==> config.mk <==
export PLATFORM = sky130hd
export DESIGN_NAME = ava_tx_sched
export DESIGN_NICKNAME = d
export VERILOG_FILES = /design/src/rtl/ava_pkg.sv /design/src/rtl/ava_cycle_timer.sv /design/src/rtl/ava_tx_sched.sv
export SDC_FILE = /design/constraint.sdc
export NUM_CORES = 1
export LEC_CHECK = 0
export BUFFER_PORTS_ARGS = -buffer_cell sky130_fd_sc_hd__buf_2
export CAP_MARGIN = 20
export CORE_AREA = 8 8 466 468
export CTS_CLUSTER_DIAMETER = 150
export DETAILED_ROUTE_END_ITERATION = 6
export DIE_AREA = 0 0 474 476
export REMOVE_ABC_BUFFERS = 1
export SLEW_MARGIN = 20
export SYNTH_ARGS = -nofsm -noshare
export SYNTH_HDL_FRONTEND = slang
export SYNTH_SLANG_ARGS = --single-unit
==> constraint.sdc <==
create_clock -name clk -period 34.5 [get_ports clk]
set_clock_uncertainty 0.1 [all_clocks]
set_input_delay 5.175 -clock clk [delete_from_list [all_inputs] [get_ports clk]]
set_output_delay 5.175 -clock clk [all_outputs]
set_load 0.02 [all_outputs]
==> src/rtl/ava_pkg.sv <==
// Shared widths, scheduler state encoding and frame length for the ava_tx block.
package ava_pkg;

  localparam int WORK_W     = 576;
  localparam int CFG_W      = 8;
  localparam int FRAME_BITS = 928;

  typedef enum logic [2:0] {
    IDLE,
    START,
    WAIT_BUSY,
    WAIT_DONE,
    GAP
  } state_t;

endpackage

==> src/rtl/ava_cycle_timer.sv <==
// Loadable down-counter; done is high while the count sits at zero.
module ava_cycle_timer #(
  parameter int W = 16
) (
  input  logic         clk,
  input  logic         rst,
  input  logic         load,
  input  logic [W-1:0] load_val,
  input  logic         en,
  output logic         done
);

  logic [W-1:0] cnt;

  always_ff @(posedge clk) begin
    if (rst) begin
      cnt <= '0;
    end else if (load) begin
      cnt <= load_val;
    end else if (en && (cnt != '0)) begin
      cnt <= cnt - W'(1);
    end
  end

  assign done = (cnt == '0);

endmodule

==> src/rtl/ava_tx_sched.sv <==
// ava_tx_sched: one-deep work slot, config owner and frame launcher for ava_tx.
// Optional feature AVA_RESEND_EN re-launches the active work after RESEND_CYCLES idle cycles.
module ava_tx_sched
  import ava_pkg::*;
#(
  parameter int          GAP_CYCLES    = 64,
  parameter logic [31:0] RESEND_CYCLES = 32'd32000000,
  parameter int          BUSY_TIMEOUT  = 4,
  parameter logic [7:0]  PLL0_RST      = 8'h00,
  parameter logic [7:0]  PLL1_RST      = 8'h00,
  parameter logic [7:0]  MODE_RST      = 8'h00
) (
  input  logic              clk,
  input  logic              global_reset,
  input  logic              wr_valid,
  input  logic [WORK_W-1:0] wr_data,
  output logic              wr_ready,
  input  logic              cfg_we,
  input  logic [CFG_W-1:0]  cfg_pll0,
  input  logic [CFG_W-1:0]  cfg_pll1,
  input  logic [CFG_W-1:0]  cfg_mode,
  output logic              tx_start,
  output logic [WORK_W-1:0] tx_data,
  output logic [CFG_W-1:0]  tx_pll0,
  output logic [CFG_W-1:0]  tx_pll1,
  output logic [CFG_W-1:0]  tx_mode,
  input  logic              tx_busy,
  output logic [15:0]       frames_sent,
  output logic              err_no_busy,
  output logic              sched_idle
);

  // Busy timer is loaded one short because the first WAIT_BUSY cycle already counts.
  localparam logic [15:0] GAP_LD = 16'(GAP_CYCLES);
  localparam logic [15:0] BTO_LD = (BUSY_TIMEOUT > 0) ? 16'(BUSY_TIMEOUT - 1) : 16'd0;

  state_t            state;
  logic              pend_valid;
  logic [WORK_W-1:0] pend_data;
  logic [CFG_W-1:0]  sh_pll0, sh_pll1, sh_mode;
  logic              accept;
  logic              gap_load, gap_done;
  logic              bto_load, bto_done;
  logic              resend_fire;

  assign wr_ready   = !pend_valid;
  assign accept     = wr_valid && !pend_valid;
  assign sched_idle = (state == IDLE) && !pend_valid;
  assign bto_load   = (state == START);
  assign gap_load   = ((state == WAIT_BUSY) && !tx_busy && bto_done) ||
                      ((state == WAIT_DONE) && !tx_busy);

  ava_cycle_timer #(.W(16)) u_gap_timer (
    .clk      (clk),
    .rst      (global_reset),
    .load     (gap_load),
    .load_val (GAP_LD),
    .en       (state == GAP),
    .done     (gap_done)
  );

  ava_cycle_timer #(.W(16)) u_busy_timer (
    .clk      (clk),
    .rst      (global_reset),
    .load     (bto_load),
    .load_val (BTO_LD),
    .en       (state == WAIT_BUSY),
    .done     (bto_done)
  );

`ifdef AVA_RESEND_EN
  localparam logic [31:0] RS_LD = (RESEND_CYCLES == 32'd0) ? 32'd0 : RESEND_CYCLES - 32'd1;

  logic act_valid;
  logic rs_arm;
  logic rs_done;

  // Idle timer only runs while the last work is parked and nothing newer waits.
  assign rs_arm      = (state == IDLE) && act_valid && !pend_valid;
  assign resend_fire = rs_arm && rs_done;

  ava_cycle_timer #(.W(32)) u_resend_timer (
    .clk      (clk),
    .rst      (global_reset),
    .load     (!rs_arm),
    .load_val (RS_LD),
    .en       (rs_arm),
    .done     (rs_done)
  );
`else
  assign resend_fire = 1'b0;
`endif

  always_ff @(posedge clk) begin
    if (accept) begin
      pend_data <= wr_data;
    end
  end

  always_ff @(posedge clk) begin
    if (global_reset) begin
      state       <= IDLE;
      pend_valid  <= 1'b0;
      tx_start    <= 1'b0;
      tx_data     <= '0;
      tx_pll0     <= PLL0_RST;
      tx_pll1     <= PLL1_RST;
      tx_mode     <= MODE_RST;
      sh_pll0     <= PLL0_RST;
      sh_pll1     <= PLL1_RST;
      sh_mode     <= MODE_RST;
      frames_sent <= 16'd0;
      err_no_busy <= 1'b0;
`ifdef AVA_RESEND_EN
      act_valid   <= 1'b0;
`endif
    end else begin
      tx_start <= 1'b0;
      if (accept) begin
        pend_valid <= 1'b1;
      end
      if (cfg_we) begin
        sh_pll0 <= cfg_pll0;
        sh_pll1 <= cfg_pll1;
        sh_mode <= cfg_mode;
      end
      case (state)
        IDLE: begin
          // Config is latched only here, so an in-flight frame never sees a change.
          if (pend_valid || resend_fire) begin
            if (pend_valid) begin
              tx_data    <= pend_data;
              pend_valid <= 1'b0;
`ifdef AVA_RESEND_EN
              act_valid  <= 1'b1;
`endif
            end
            tx_pll0  <= sh_pll0;
            tx_pll1  <= sh_pll1;
            tx_mode  <= sh_mode;
            tx_start <= 1'b1;
            state    <= START;
          end
        end
        START: begin
          state <= WAIT_BUSY;
        end
        WAIT_BUSY: begin
          if (tx_busy) begin
            state <= WAIT_DONE;
          end else if (bto_done) begin
            err_no_busy <= 1'b1;
            state       <= GAP;
          end
        end
        WAIT_DONE: begin
          if (!tx_busy) begin
            frames_sent <= frames_sent + 16'd1;
            state       <= GAP;
          end
        end
        GAP: begin
          if (gap_done) begin
            state <= IDLE;
          end
        end
        default: begin
          state <= IDLE;
        end
      endcase
    end
  end

endmodule

==> impl_metrics.toml, run 1 <==
[place]
placement.io_buffers = 1224
routabilityCongestion = 0.861
hpwlAfterDp_mm = 133
pre_cts_ws_ns = 24.05
placed_cells_incl_taps = 6237
postPlaceCellArea_um2 = 48000

[sta]
final_period_minus_worst_setup_slack_ns = 9.55
timing.final.max_slew_violations = 0
setup_violations = 0
slew-limit-headroom_pct = 28.9
setup_tns_ns = 0
tightestPinTransition_ns = 1.07
whs_ns = 0.330
fmaxAchievable_mhz = 105
grt_setup_unrepaired = "false"
period_share_pct = 27.7
finalHoldViolations = 0
postLayoutSetupSlackWorst_ns = 24.95

[worst_setup_path]
crit_path_max_fanout = 87
cp_data_arrival_time_ns = 10.15
critPathCaptureType = "flip-flop"
regToRegStartpoint = "state[1]"
startpoint_type = "input pin"
data_required_time_of_the_critical_path_ns = 35.10
reg2reg_to = "tx_data[81]"
critPathKind = "in2reg"
timing.reg2reg.setup_slack_ns = 29.04
worst_r2r_path_depth = 7

[die]
dieHeight_um = 476
die_ar_um2 = 226000
floorplan.die.width_um = 474
placement_rows = 169
initial_utilization_pct = 18.4
io_pins = 1225
floorplan.core_area_um2 = 210000

[clock_network]
cts_tree = "built"
clock_insertion_delay_worst_skew_ns = 0.78
cts-root-to-sink-buffers = 3
cts.sink_count = 1254
cts_made_buffers = 143
cts_post_setup_buffers_inserted = 0
post_cts_resized = 0
clk_transition_reported_paths_ns = 0.06
cts_max_level = 4
clock-root-buffer = "sky130_fd_sc_hd__clkbuf_16"
cts_hold_buffers = 0

[finish]
drive_above_1_share_pct = 40.7
nNetsFinal = 4169
fin_area_um2 = 53000
finish.utilization_pct = 25.2
layout-area-overhead-vs-synth_pct = 37.1
final-instance-count-excl-fill = 6544

[hold_path]
hold_path_class = "reg2reg"
worst_hold_endpoint = "tx_data[276]"
timing.hold.worst.start = "pend_data[276]"
timing.hold.worst_path_depth = 1

[yosys]
synthDominantAreaCellType = "sky130_fd_sc_hd__edfxtp_1"
synth_top_area_share_pct = 44.7
seq_area_frac_synth_pct = 79.8
synth_commonest_cells = "678 x sky130_fd_sc_hd__dfxtp_1, 600 x sky130_fd_sc_hd__a22o_1, 576 x sky130_fd_sc_hd__edfxtp_1"
synthTopCellsByArea = "sky130_fd_sc_hd__edfxtp_1 45%, sky130_fd_sc_hd__dfxtp_1 35%, sky130_fd_sc_hd__a22o_1 14%"
synth_flop_cell = "sky130_fd_sc_hd__dfxtp_1"
post_synthesis_cell_area_um2 = 38700
ys_ff_latch = 1254
ys_warn_count = 0
syn-mean-instance-area_um2 = 16.6
synth_enable_flop_cells = 576
synthCells = 2325
ys_async_sr_fraction_pct = 0
synth_cell_types = 53
yosys.cell_count.top_type = "sky130_fd_sc_hd__dfxtp_1"

[job]
maxCapViolations = 0

[power]
vdd_drop_max_v = 0.0000512
fin_total_pwr_mw = 4.03
power.static_leakage_nw = 22.0
power-per-cell-area_nw_per_um2 = 76.0

[detailed_routing]
drt_wl_total_mm = 169
num_vias = 26100
drc_marker_count_from_the_first_detailed_route_iteration = 1982
detail_route.vias_per_cell = 3.99
ant_nets = 0
drc_errors = 0
detailedRoute.firstPassIterationCount = 6
wire_per_inst_um = 25.9

[global_routing]
grt_pass1_vias = 26200
grt_max_degree = 159
globalRoute.totalOverflow = 0
first_pass_grt_wire_length_mm = 222
antenna_found_initial = 159
globalRouteTotalUtil_pct = 14.2

[status]
result_of_the_run = "completed"
how the worst max path moves through the flow:
stage,from,to,cells after the start
6_report,global_reset,tx_data[81],9
5_1_grt,global_reset,tx_data[20],9
4_1_cts,global_reset,tx_data[162],9
3_5_place_dp,global_reset,tx_data[234],9
3_3_place_gp,global_reset,tx_data[278],9
2_1_floorplan,wr_valid,pend_data[0],1
power breakdown:
part           switching [mW]  internal (mW)
combinational           0.432          0.203
sequential             0.0878           1.73
clock                   0.647          0.930
registers in the layout, summed over array words and instances, names as in the netlist:
name and flops:
tx_pll0 8, sh_mode 8, u_gap_timer.cnt 16, tx_pll1 8, tx_data 576, pend_data 576, frames_sent 16, pend_valid 1
sh_pll0 8, tx_mode 8, u_busy_timer.cnt 16, sh_pll1 8, err_no_busy 1, tx_start 1, state 3
worst max-delay path: stages:
cell and delay, ns:
sky130_fd_sc_hd__buf_2 0.10, sky130_fd_sc_hd__buf_4 0.32, sky130_fd_sc_hd__inv_1 0.21, sky130_fd_sc_hd__and3_4 0.77
sky130_fd_sc_hd__buf_4 0.86, sky130_fd_sc_hd__buf_4 0.81, sky130_fd_sc_hd__buf_4 0.84, sky130_fd_sc_hd__buf_4 0.64
sky130_fd_sc_hd__a22o_1 0.22
metal layers:
| layer | track usage, % | vias to the layer above | part of all wire, % |
|---|---|---|---|
| li1 | - | 11700 | - |
| met4 | 4.38 | 60 | 3.4 |
| met1 | 15.3 | 12700 | 36 |
| met3 | 7.66 | 373 | 13 |
| met2 | 23.9 | 1302 | 48 |
| met5 | 0 | - | 0.23 |
cells by family after synthesis:
group / share of synthesized area (%)
and+or+nand+nor: 2.61
buffers and inverters: 1.67
DFF: 79.8
muxes: 0.725
AOI/OAI and AO/OA: 14.9
adders and majority gates: 0.0971
xor gates and xnor gates: 0.159
cell type report:
class                           count  area, um2
Fill cell                       21700     157000
Sequential cell                  1254      30900
Multi-Input combinational cell    901       7200
Timing Repair Buffer             1249       6370
Clock buffer                      193       4120
Tap cell                         2821       3530
Clock inverter                     71        782
Antenna cell                       43        108
Inverter                           12       45.0
placed cells by master (no fill, tap or decap), types with 14 or more instances in the layout:
cell type / count
sky130_fd_sc_hd__clkinv_2: 26
sky130_fd_sc_hd__a21oi_1: 37
sky130_fd_sc_hd__clkbuf_8: 16
sky130_fd_sc_hd__buf_4: 20
sky130_fd_sc_hd__diode_2: 43
sky130_fd_sc_hd__clkbuf_16: 152
sky130_fd_sc_hd__o21ai_0: 17
sky130_fd_sc_hd__or4_1: 14
sky130_fd_sc_hd__a22o_1: 600
sky130_fd_sc_hd__or3_1: 19
sky130_fd_sc_hd__buf_2: 1224
sky130_fd_sc_hd__clkbuf_1: 25
sky130_fd_sc_hd__nand2_1: 15
sky130_fd_sc_hd__dfxtp_1: 678
sky130_fd_sc_hd__mux2i_1: 28
sky130_fd_sc_hd__nor2_1: 44
sky130_fd_sc_hd__edfxtp_1: 576
Note: power is estimated with default switching activity, not from simulation.
==> run 2, diff against run 1 <==
==> constraint.sdc (replaced) <==
create_clock -name clk -period 8.7 [get_ports clk]
set_clock_uncertainty 0.1 [all_clocks]
set_input_delay 1.305 -clock clk [delete_from_list [all_inputs] [get_ports clk]]
set_output_delay 1.305 -clock clk [all_outputs]
set_load 0.02 [all_outputs]
==> run 2 against run 1 <==
Against the previous run: sequential share of layout area barely moved; critical path depth fell by 2; global-route usage fell by 0.079 points; worst setup slack got worse by 20 ns; sequential power rose to 4.0 times the previous value.
==> impl_metrics.toml, run 2 (synthesized netlist as in run 1, its figures left out) <==
[status]
result_of_the_run = "completed"

[power]
power-per-cell-area_nw_per_um2 = 300
sequentialPowerShare_pct = 45.3
switching_share_pct = 29.0
vdd_drop_max_v = 0.000192
cell_internal_pwr_mw = 11.3
clock_power_share_pct = 38.9
comb_power_share_pct = 15.8
power.static_leakage_nw = 22.0
power.net_switching_mw = 4.61

[place]
placement.io_buffers = 1224
routabilityCongestion = 0.879
postPlaceCellArea_um2 = 48100
hpwlAfterDp_mm = 132

[sta]
tightestPinTransition_ns = 1.36
fmaxAchievable_mhz = 274
period_share_pct = 42.0
finalHoldViolations = 0
setup_tns_ns = 0
slew-limit-headroom_pct = 9.28
timing.final.max_slew_violations = 0
setup_violations = 0
grt_setup_unrepaired = "false"
final_period_minus_worst_setup_slack_ns = 3.65

[die]
dieHeight_um = 476
placement_rows = 169
die_ar_um2 = 226000
floorplan.core_area_um2 = 210000
initial_utilization_pct = 18.4
io_pins = 1225
floorplan.die.width_um = 474

[detailed_routing]
detail_route.vias_per_cell = 4.00
drc_marker_count_from_the_first_detailed_route_iteration = 1826
wire_per_inst_um = 25.9
drt_wl_total_mm = 169
ant_nets = 0
num_vias = 26100
drc_errors = 0
detailedRoute.firstPassIterationCount = 5

[hold_path]
hold_path_class = "reg2reg"

[finish]
layout_commonest_cell = "sky130_fd_sc_hd__buf_2"
top_registers = "pend_data: 576 flops, tx_data: 576 flops"
layout-area-overhead-vs-synth_pct = 37.1
mostFrequentLayoutCells = "1224 x sky130_fd_sc_hd__buf_2, 678 x sky130_fd_sc_hd__dfxtp_1, 600 x sky130_fd_sc_hd__a22o_1, 576 x sky130_fd_sc_hd__edfxtp_1, 147 x sky130_fd_sc_hd__clkbuf_16"
fin_area_um2 = 53000
drive_above_1_share_pct = 40.2
nNetsFinal = 4165

[worst_setup_path]
ordered_list_of_cells_on_the_worst_path = "buf_2 > buf_4 > inv_1 > and3_4 > buf_12 > buf_4 > a22o_1"
crit_path_max_fanout = 145
critPathKind = "in2reg"
critPathCaptureType = "flip-flop"
data_required_time_of_the_critical_path_ns = 9.31
cp_common_cell = "sky130_fd_sc_hd__buf_4"
crit_path_max_incr_delay_ns = 0.71
critical_path.slowest_cell = "sky130_fd_sc_hd__and3_4"
startpoint_type = "input pin"
cp_data_arrival_time_ns = 4.27

[clock_network]
cts_max_level = 4
cts-root-to-sink-buffers = 3
clock-root-buffer = "sky130_fd_sc_hd__clkbuf_16"
post_cts_resized = 0
cts_tree = "built"
cts_post_setup_buffers_inserted = 0
cts_made_buffers = 142
clock_insertion_delay_worst_skew_ns = 0.79
clk_transition_reported_paths_ns = 0.06
cts.sink_count = 1254
cts_hold_buffers = 0

[global_routing]
first_pass_grt_wire_length_mm = 222
antenna_found_initial = 133
globalRoute.totalOverflow = 0
grt_max_degree = 183
grt_pass1_vias = 26200
globalRouteTotalUtil_pct = 14.1

[job]
maxCapViolations = 0
[run 2: power by group through the flow]
stage / combinational, mW / sequential, mW / clock [mW]
3_5_place_dp: 2.56 / 7.34 / 0
5_1_grt: 2.71 / 7.29 / 6.62
6_report: 2.51 / 7.22 / 6.19
2_1_floorplan: 1.14 / 7.92 / 0
3_3_place_gp: 2.52 / 7.33 / 0
4_1_cts: 2.57 / 7.23 / 6.40
[run 2: worst max-delay path: cells and delay by family]
kind | cells | cell delay (ns)
buffers and inverters | 5 | 1.54
and+or+nand+nor | 1 | 0.71
AOI/OAI and AO/OA | 1 | 0.21
[run 2: cell type report]
cell class | count | area, um2
clock inverter | 68 | 835
timing repair buffer | 1246 | 6430
multi-input combinational | 901 | 7200
fill | 21800 | 157000
clock buffer | 196 | 4030
antenna | 34 | 85.1
tap | 2821 | 3530
inverter | 12 | 45.0
sequential | 1254 | 30900
[run 2: per-layer routing]
layer	routed length, um	global-route usage, %	part of all wire [%]	up-vias
met5	383	0	0.23	-
met4	5380	4.37	3.2	62
met3	20300	7.13	12	354
met2	80800	23.7	48	1260
met1	62100	15.6	37	12800
li1	-	-	-	11700
[run 2: worst paths after layout]
path | depth (start not counted) | from | slack, ns | endpoint
worst min register to register | 1 | pend_data[514] | 0.33 | tx_data[514]
worst min-delay path | 1 | pend_data[514] | 0.33 | tx_data[514]
worst max register to register | 5 | state[1] | 5.15 | tx_data[556]
worst max-delay path | 7 | global_reset | 5.05 | tx_data[107]
[run 2: per-stage QoR]
step / hold WS (ns) / power (mW) / instances / setup WS (ns) / util [%]
after floorplan: 0.336 / 9.06 / 2167 / -18.98 / -
after global placement: 0.337 / 9.84 / 6234 / 4.45 / 22.8
after detailed placement: 0.340 / 9.89 / 6234 / 4.36 / 22.8
after CTS: 0.332 / 16.2 / 6498 / 5.24 / 25.2
after global routing: 0.343 / 16.6 / 6505 / 5.02 / 25.2
final: 0.335 / 15.9 / 6532 / 5.05 / 25.2
==> run 3, diff against run 2 <==
--- a/config.mk
+++ b/config.mk
@@ -5,12 +5,13 @@
 export SDC_FILE = /design/constraint.sdc
 export NUM_CORES = 1
 export LEC_CHECK = 0
+export ABC_AREA = 1
 export BUFFER_PORTS_ARGS = -buffer_cell sky130_fd_sc_hd__buf_2
 export CAP_MARGIN = 20
-export CORE_AREA = 8 8 466 468
+export CORE_AREA = 8 8 472 474
 export CTS_CLUSTER_DIAMETER = 150
 export DETAILED_ROUTE_END_ITERATION = 6
-export DIE_AREA = 0 0 474 476
+export DIE_AREA = 0 0 480 482
 export REMOVE_ABC_BUFFERS = 1
 export SLEW_MARGIN = 20
 export SYNTH_ARGS = -nofsm -noshare
==> constraint.sdc (replaced) <==
create_clock -name clk -period 3 [get_ports clk]
set_clock_uncertainty 0.1 [all_clocks]
set_input_delay 0.45 -clock clk [delete_from_list [all_inputs] [get_ports clk]]
set_output_delay 0.45 -clock clk [all_outputs]
set_load 0.02 [all_outputs]
==> run 3 against run 2 <==
Against the previous run: synthesized cell count rose by 6.6%; register-to-register slack got worse by 4.5 ns; power rose to 3.0 times the previous value; die area rose by 2.5%; clock-buffer cell count fell by 7; hold slack got worse by 0.21 ns; critical path depth fell by 3; largest cell class unchanged; largest power group unchanged; highest routed layer unchanged.
==> impl_metrics.toml, run 3 <==
[worst_setup_path]
timing.reg2reg.setup_slack_ns = 0.66
crit_path_max_incr_delay_ns = 0.38
startpoint = "state[0]"
cp_data_arrival_time_ns = 1.81
startpoint_type = "flip-flop"
critical_path.slowest_cell = "sky130_fd_sc_hd__dfxtp_1"
data_required_time_of_the_critical_path_ns = 2.45
ordered_list_of_cells_on_the_worst_path = "nor2_2 > nand2_2 > nor2_1 > buf_2"
critPathKind = "reg2out"
critPathCaptureType = "primary output"
regToRegStartpoint = "state[0]"
crit_path_max_fanout = 6
critPathBufInv = 1
timing.critical_path.max_delay_family = "simple AND/OR/NAND/NOR gates"

[yosys]
seq_area_frac_synth_pct = 77.9
synthDominantAreaCellType = "sky130_fd_sc_hd__edfxtp_1"
synth_flop_cell = "sky130_fd_sc_hd__dfxtp_1"
ys_async_sr_fraction_pct = 0
ys_ff_latch = 1254
syn-mean-instance-area_um2 = 16.0
synth_top_area_share_pct = 43.7
ys_warn_count = 0
synth_cell_types = 33
synthCells = 2479
synth_enable_flop_cells = 576
synth_commonest_cells = "678 x sky130_fd_sc_hd__dfxtp_1, 600 x sky130_fd_sc_hd__a22o_1, 576 x sky130_fd_sc_hd__edfxtp_1"
post_synthesis_cell_area_um2 = 39600
synthTopCellsByArea = "sky130_fd_sc_hd__edfxtp_1 44%, sky130_fd_sc_hd__dfxtp_1 34%, sky130_fd_sc_hd__a22o_1 13%"
yosys.cell_count.top_type = "sky130_fd_sc_hd__dfxtp_1"

[clock_network]
post_cts_resized = 0
clock-root-buffer = "sky130_fd_sc_hd__clkbuf_16"
cts_hold_buffers = 604
cts_made_buffers = 141
cts_tree = "built"
cts_post_setup_buffers_inserted = 0
cts-root-to-sink-buffers = 3
clk_transition_reported_paths_ns = 0.06
clock_insertion_delay_worst_skew_ns = 0.79
cts_max_level = 4
cts.sink_count = 1254

[hold_path]
timing.hold.worst.start = "cfg_we"
hold_path_class = "in2reg"

[finish]
drive_above_1_share_pct = 33.9
layout_commonest_cell = "sky130_fd_sc_hd__buf_2"
layout-area-overhead-vs-synth_pct = 50.8
nNetsFinal = 4971
fin_area_um2 = 59700
final-instance-count-excl-fill = 7414
mostFrequentLayoutCells = "1224 x sky130_fd_sc_hd__buf_2, 678 x sky130_fd_sc_hd__dfxtp_1, 604 x sky130_fd_sc_hd__dlygate4sd3_1, 600 x sky130_fd_sc_hd__a22o_1, 576 x sky130_fd_sc_hd__edfxtp_1"
top_registers = "pend_data: 576 flops, tx_data: 576 flops"
finish.utilization_pct = 27.7

[power]
vdd_drop_max_v = 0.000533
fin_total_pwr_mw = 48.1
power-per-cell-area_nw_per_um2 = 805
power.static_leakage_nw = 25.1

[global_routing]
antenna_found_initial = 136
first_pass_grt_wire_length_mm = 237
grt_max_degree = 133
globalRoute.totalOverflow = 0
grt_pass1_vias = 29800
globalRouteTotalUtil_pct = 14.4

[detailed_routing]
drt_wl_total_mm = 176
detailedRoute.firstPassIterationCount = 7
drc_errors = 0
drc_marker_count_from_the_first_detailed_route_iteration = 1947
detail_route.vias_per_cell = 3.97
ant_nets = 0
num_vias = 29400
wire_per_inst_um = 23.7

[die]
die_ar_um2 = 231000
floorplan.die.width_um = 480
floorplan.core_area_um2 = 216000
dieHeight_um = 482
initial_utilization_pct = 18.4
placement_rows = 171
io_pins = 1225

[sta]
fmaxAchievable_mhz = 424
tightestPinTransition_ns = 0.787
setup_tns_ns = 0
setup_violations = 0
finalHoldViolations = 0
postLayoutSetupSlackWorst_ns = 0.643
slew-limit-headroom_pct = 47.5
grt_setup_unrepaired = "false"
period_share_pct = 78.6
final_period_minus_worst_setup_slack_ns = 2.36
timing.final.max_slew_violations = 0
whs_ns = 0.127

[place]
pre_cts_ws_ns = 0.694
routabilityCongestion = 0.853
placed_cells_incl_taps = 6470
placement.io_buffers = 1224
hpwlAfterDp_mm = 133
postPlaceCellArea_um2 = 48700

[job]
maxCapViolations = 0

[status]
result_of_the_run = "completed"
run 3: cell types whose count changed in the layout (fill, tap and decap cells not counted), moves of 19 or more:
cell,previous run,this run
sky130_fd_sc_hd__diode_2,34,77
sky130_fd_sc_hd__o21ai_0,17,42
sky130_fd_sc_hd__inv_1,12,59
sky130_fd_sc_hd__mux2i_1,28,0
sky130_fd_sc_hd__buf_4,11,39
sky130_fd_sc_hd__nand2_1,15,134
sky130_fd_sc_hd__or3_1,19,0
sky130_fd_sc_hd__dlygate4sd3_1,0,604
sky130_fd_sc_hd__nor2_1,44,125
run 3: worst paths after layout:
path / to / cells after the start
setup / recovery: sched_idle / 4
setup reg to reg: tx_data[334] / 8
hold / removal: sh_pll0[6] / 4
hold reg to reg: tx_data[32] / 1
run 3: logic make-up (layout without fill, tap and decap cells):
kind of cell               count (synthesis)  count (layout)  share of synthesized area [%]
adders and majority gates                  3               3                         0.0948
xor gates and xnor gates                   8               8                          0.177
buffers and inverters                    211            2215                           4.06
DFF                                     1254            1254                           77.9
and+or+nand+nor                          324             324                           3.44
AOI/OAI and AO/OA                        679             679                           14.3
other                                      0              77                              0
run 3: area by class of cell:
type | count | area (um2)
antenna | 77 | 193
clock buffer | 189 | 3880
clock inverter | 74 | 957
fill | 21800 | 156000
inverter | 64 | 248
multi-input combinational | 1014 | 7140
sequential | 1254 | 30900
tap | 2854 | 3570
timing repair buffer | 1888 | 12900
run 3: report_power, final:
| group | internal [mW] | switching (mW) |
|---|---|---|
| clock | 10.3 | 7.59 |
| sequential | 20.2 | 1.15 |
| combinational | 3.19 | 5.74 |
| total | 33.6 | 14.5 |
run 3: per-layer routing:
layer  global-route usage, %  vias to the layer above  part of all wire [%]
met1                    17.0                    14300                    39
met2                    23.2                     1556                    46
met4                    5.51                       56                   4.0
li1                        -                    13300                     -
met3                    6.29                      317                    11
met5                       0                        -                  0.20
run 3: worst register-to-register path, cell delays in order, from the launching register on:
cell and delay [ns]:
sky130_fd_sc_hd__dfxtp_1 0.46, sky130_fd_sc_hd__nor2_2 0.09, sky130_fd_sc_hd__nand2_2 0.10, sky130_fd_sc_hd__nor2_2 0.05
sky130_fd_sc_hd__inv_2 0.10, sky130_fd_sc_hd__nand2_1 0.15, sky130_fd_sc_hd__inv_8 0.31, sky130_fd_sc_hd__buf_12 0.55
sky130_fd_sc_hd__a22o_1 0.33
